### config.mk
export PLATFORM = sky130hd
export DESIGN_NAME = pulse_swallow_ctr
export DESIGN_NICKNAME = d
export VERILOG_FILES = /design/src/rtl/pulse_swallow_ctr.sv
export SDC_FILE = /design/constraint.sdc
export NUM_CORES = 1
export LEC_CHECK = 0
export BUFFER_PORTS_ARGS = -buffer_cell sky130_fd_sc_hd__buf_2
export CORE_AREA = 2 2 42 53
export CTS_BUF_LIST = sky130_fd_sc_hd__clkbuf_4 sky130_fd_sc_hd__clkbuf_8
export CTS_CLUSTER_DIAMETER = 40
export DETAILED_ROUTE_END_ITERATION = 10
export DIE_AREA = 0 0 44 55
export PLACE_DENSITY = 0.74
export REMOVE_ABC_BUFFERS = 1
export SYNTH_ARGS = -nofsm -noshare
export SYNTH_HDL_FRONTEND = slang
export SYNTH_SLANG_ARGS = --single-unit
### constraint.sdc
create_clock -name clk -period 2.9 [get_ports clk]
set_clock_uncertainty 0.2 [all_clocks]
set_input_delay 0.58 -clock clk [delete_from_list [all_inputs] [get_ports clk]]
set_output_delay 0.58 -clock clk [all_outputs]
set_load 0.05 [all_outputs]
### src/rtl/pulse_swallow_ctr.sv
// Pulse-swallow counter behind an 8/9 dual-modulus prescaler: frames of P' clk cycles,
// with mc high for the first S' of them, giving an overall VCO division of 8*P' + S'.
module pulse_swallow_ctr #(
  parameter int P_W = 8,
  parameter int S_W = 4
) (
  input  logic           clk,
  input  logic           rst_n,
  input  logic [P_W-1:0] p_val,
  input  logic [S_W-1:0] s_val,
  output logic           mc,
  output logic           div_out,
  output logic           load
);

  localparam int C_W = (P_W > S_W) ? P_W : S_W;

  logic [P_W-1:0] p_cnt;
  logic [S_W-1:0] s_rem;

  logic           load_edge;
  logic [P_W-1:0] p_eff;
  logic [C_W-1:0] p_ext;
  logic [C_W-1:0] s_ext;
  logic [S_W-1:0] s_eff;
  logic [S_W-1:0] s_dec;

  // Sanitise P/S at the load edge; the clamp of S to P' never exceeds s_val, so it fits in S_W bits.
  always_comb begin
    load_edge = (p_cnt == '0);
    p_eff     = (p_val == '0) ? P_W'(1) : p_val;
    p_ext     = C_W'(p_eff);
    s_ext     = C_W'(s_val);
    s_eff     = (s_ext > p_ext) ? p_ext[S_W-1:0] : s_val;
    s_dec     = (s_rem != '0) ? (s_rem - S_W'(1)) : s_rem;
  end

  always_ff @(posedge clk or negedge rst_n) begin
    if (!rst_n) begin
      p_cnt   <= '0;
      s_rem   <= '0;
      mc      <= 1'b0;
      div_out <= 1'b0;
      load    <= 1'b0;
    end else if (load_edge) begin
      p_cnt   <= p_eff - P_W'(1);
      s_rem   <= s_eff;
      mc      <= (s_eff != '0);
      div_out <= 1'b1;
      load    <= 1'b1;
    end else begin
      p_cnt   <= p_cnt - P_W'(1);
      s_rem   <= s_dec;
      mc      <= (s_dec != '0);
      div_out <= 1'b0;
      load    <= 1'b0;
    end
  end

endmodule

After elaboration in Yosys (flattened, before gate mapping)
Cells that the tools add are included.
Storage, ports and cells
  register bits: 14
  input port bits: 14
  logic and storage cells: 20
Operators by class
  add/sub/neg operators: 3
  magnitude comparators: 1
  multiplexer cells: 7
  reductions and logical operators: 5
Operators with widths (count)
  zero test 8 bit: 2
  two-way mux 8 bit: 2
  subtractor 8 x 1 -> 8 bit (second input constant): 2
  two-way mux 4 bit: 3
  nonzero test 4 bit: 3
  greater-than comparator 4 x 8 -> 1 bit: 1
  subtractor 4 x 1 -> 4 bit (second input constant): 1
  two-way mux 1 bit: 2

Longest topological paths before layout
  depth in word-level cells: 6
  depth in mapped cells: 10
  mapped depth without buffers: 10

Worst setup path before layout
No wires, ideal clock.
  path kind: input to register
  from: in p_val[6]
  to: reg s_rem[0]
  arrival time: 2.584 ns
  data required time: 2.572 ns
  setup slack: -0.012 ns
  cell stages on the path: 9
  path through: or4_4 nor3_2 a21o_1 ha_1 nand3_1 o21ai_1 a21oi_1 mux2i_1 mux2i_1
Between the ends
  word-level cells in the longest chain between the ends: 5
RTL lines
  start, declared: line 9  | input logic [P_W-1:0] p_val,
  zero test 8 bit: line 31  | p_eff = (p_val == '0) ? P_W'(1) : p_val;
  two-way mux 8 bit *: line 31
  greater-than comparator 4 x 8 -> 1 bit: line 34  | s_eff = (s_ext > p_ext) ? p_ext[S_W-1:0] : s_val;
  two-way mux 4 bit *: line 34
  two-way mux 4 bit *: line 45  | end else if (load_edge) begin
  end signal, assigned: line 41  | s_rem <= '0;
  end signal, assigned: line 47  | s_rem <= s_eff;
  end signal, assigned: line 53  | s_rem <= s_dec;
  end, declared: line 19  | logic [S_W-1:0] s_rem;
Every way passes the cells marked *; elsewhere a longest branch is shown, timed or not.

Worst setup path in the final report
  from: reg p_cnt[5]
  to: reg p_cnt[4]
Between the ends
  word-level cells in the longest chain between the ends: 2
RTL lines
  start, declared: line 18  | logic [P_W-1:0] p_cnt;
  start signal, assigned: line 46  | p_cnt <= p_eff - P_W'(1);
  start signal, assigned: line 52  | p_cnt <= p_cnt - P_W'(1);
  zero test 8 bit: line 30  | load_edge = (p_cnt == '0);
  two-way mux 8 bit: line 45
No other way between the ends.

==> results.py <==
metrics = {
    "status": {
        "outcome": "complete, no violations",
    },
    "placed_design": {
        "dp.final_hpwl_um": 1876,
        "placed_area_mm2": 0.001182,
        "io_buffers": 16,
        "gp_congestion": 0.9783,
    },
    "global_routing": {
        "overflow": 0,
        "antenna_found_initial": 0,
        "grt_max_degree": 15,
        "first_global_vias": 928,
        "grt_pass1_wl_um": 3857,
        "grtUsageTotal_pct": 21.67,
    },
    "critical_path": {
        "critPathKind": "reg2reg",
        "r2r_cells": 9,
        "crit_path_top_delay_cell": "or4_4",
        "crit_chain": "or4_4, nand2b_4, o21ai_1, ha_1, nor3b_2, o21ai_0, nand2_1, o22ai_1, a21oi_1",
        "r2r-end": "p_cnt[4]$_DFF_PN0_",
        "end_kind": "register",
        "startpoint_type": "register",
        "cp.arrival_ns": 2.69,
        "max_stage_delay_ns": 0.56,
        "reg2reg_slack_ns": 0.22,
        "critical_path_required_ns": 2.92,
        "r2r_start": "p_cnt[5]$_DFF_PN0_",
        "cp_max_fo": 13,
    },
    "floorplanning": {
        "die_x_um": 44,
        "dieArea_mm2": 0.002420,
        "pin_count": 17,
        "core_mm2": 0.001937,
        "die_y_um": 55,
        "rows": 18,
        "start_util_pct": 53.49,
    },
    "route": {
        "drc": 0,
        "drtPass1Iterations": 4,
        "wirelength_um": 2465,
        "vias_per_cell": 6.216,
        "wl_per_cell_um": 15.22,
        "drtIter0Drc": 24,
        "vias": 1007,
        "antenna_left": 0,
    },
    "clock_tree": {
        "clock_path_buffers": 2,
        "clock_latency_ns": 0.28,
        "tritoncts": "built",
        "numCtsBuffers": 3,
        "clockRootBuffer": "clkbuf_4",
        "path_clk_slew_ns": 0.09,
        "htreeDepth": 1,
        "cts_sinks": 14,
    },
    "synthesis": {
        "yosys.area.top_type": "dfrtp_1",
        "synth_top_flop_cell": "dfrtp_1",
        "syn-instance-count": 115,
        "synth-seq-area-share_pct": 33.82,
        "synth_area_leaders": "dfrtp_1 34%, a21oi_1 6.8%, ha_1 6.0%",
        "ys_ff_latch": 14,
        "ys_warn_count": 0,
        "synthTopCellsByCount": "14 x a21oi_1, 14 x dfrtp_1, 8 x inv_1, 8 x nor2_1, 7 x nor3_1",
        "ys_types": 39,
        "synth.top_cell.area_share_pct": 33.82,
        "synth_area_per_cell_um2": 9.009,
        "async_reset_ff_share_pct": 100.0,
        "synth_area_mm2": 0.001036,
        "synth_edf_count": 0,
    },
    "sta": {
        "max_freq_mhz": 373.3,
        "setup_viol": 0,
        "slew_headroom_pct": 60.89,
        "fin_crit_sh_pct": 92.37,
        "drv_slew": 0,
        "finalHoldViolCount": 0,
        "worstMarginPinSlew_ns": 0.5813,
        "tns_ns": 0,
        "grt_setup_unrepaired": "no",
        "period_minus_slack_ns": 2.679,
    },
    "finish": {
        "drive_gt1_share_pct": 26.06,
        "syn_to_final_growth_pct": 19.93,
        "fillCellCount": 160,
        "final_util_pct": 64.15,
        "n_antenna_cell": 0,
        "fin_area_mm2": 0.001242,
        "register_area_um2": 350.3,
        "multi_input_area_um2": 646.9,
        "nNetsFinal": 162,
    },
    "pwr": {
        "combPwrFrac_pct": 51.5,
        "cellInternalPower_uw": 626.5,
        "p_per_area_mw_per_mm2": 889.2,
        "leakagePower_nw": 0.5589,
        "p_seq_share_pct": 35.5,
        "ir_drop_uv": 567.8,
        "clockPowerShare_pct": 13.1,
        "switching_share_pct": 43.29,
        "total_power_mw": 1.105,
        "p_switching_uw": 478.3,
    },
    "flow_run": {
        "drv_cap": 0,
    },
    "worst_hold_path": {
        "min-delay-start": "p_cnt[6]$_DFF_PN0_",
        "min_path_type": "reg2reg",
        "whs_endpoint": "p_cnt[6]$_DFF_PN0_",
        "holdPathStages": 1,
    },
}
[metrics by stage]
stage	hold WS, ns	instances	setup WS [ns]
detailed placement	0.2968	157	-0.005982
global placement	0.2900	157	0.06496
global route	0.3851	162	0.03954
CTS	0.3609	162	0.1126
finish	0.3787	162	0.2212
floorplan	0.08441	113	-0.01224
[state kept, by name, indices dropped and copies added, names as in the netlist]
signal  flops
p_cnt       8
s_rem       4
load        1
mc          1
[worst max-delay path: cells and delay by family, from the launching register on]
kind | cells | cell delay (ns)
and+or+nand+nor | 4 | 1.16
AOI/OAI and AO/OA | 4 | 0.59
DFF | 1 | 0.42
adders and majority gates | 1 | 0.23
[what timing repair did]
action                     CTS  global route
setup buffers                0             0
setup endpoints to repair    0             2
hold buffers                 1             0
hold endpoints to repair    14             0
gates resized for setup      0             2
[area by class of cell]
type | instances | area share (%)
inverter | 9 | 2.719
multi-input combinational | 90 | 52.06
sequential | 14 | 28.20
tap | 20 | 2.014
clock buffer | 4 | 2.920
timing repair buffer | 25 | 12.08
[routing by layer]
metal	vias to the layer above	GRT usage [%]	wire length, um
li1	493	-	-
met1	470	24.44	983
met2	36	38.97	1286
met3	8	4.870	127
met4	0	9.596	68
met5	-	0	0
[layout by cell type (no fill, tap or decap), drive strengths merged, types with 3 or more instances in the layout]
master and n:
a21oi 14, a31oi 3, buf 24, clkbuf 4
dfrtp 14, ha 5, inv 9, mux2i 4
nand2 3, nor2 8, nor2b 4, nor3 8
nor4 7, o21ai 4, or4 5
[worst max path at each step]
stage / start / end / cells after the start
finish: p_cnt[5]$_DFF_PN0_ / p_cnt[4]$_DFF_PN0_ / 9
global route: p_cnt[5]$_DFF_PN0_ / p_cnt[4]$_DFF_PN0_ / 9
CTS: p_cnt[3]$_DFF_PN0_ / p_cnt[4]$_DFF_PN0_ / 9
detailed placement: p_val[5] / s_rem[1]$_DFF_PN0_ / 11
global placement: p_val[6] / s_rem[1]$_DFF_PN0_ / 11
floorplan: p_val[6] / s_rem[0]$_DFF_PN0_ / 9
[power groups by stage]
stage / Clock, mW / Sequential [mW] / Combinational (mW)
6_report: 0.144 / 0.392 / 0.569
3_5_place_dp: 0 / 0.377 / 0.557
2_1_floorplan: 0 / 0.384 / 0.395
3_3_place_gp: 0 / 0.372 / 0.546
4_1_cts: 0.146 / 0.374 / 0.560
5_1_grt: 0.154 / 0.405 / 0.638
[logic make-up (layout without fill, tap and decap cells)]
group	Yosys count	in the layout	share of synthesized area, %
compound gates	33	33	20.17
simple gates	45	45	28.50
fa+ha+maj	5	5	6.039
buf+inv	11	38	5.072
flops	14	14	33.82
mux	4	4	3.865
xor+xnor	3	3	2.537
Power figures use the tool's default switching activity.
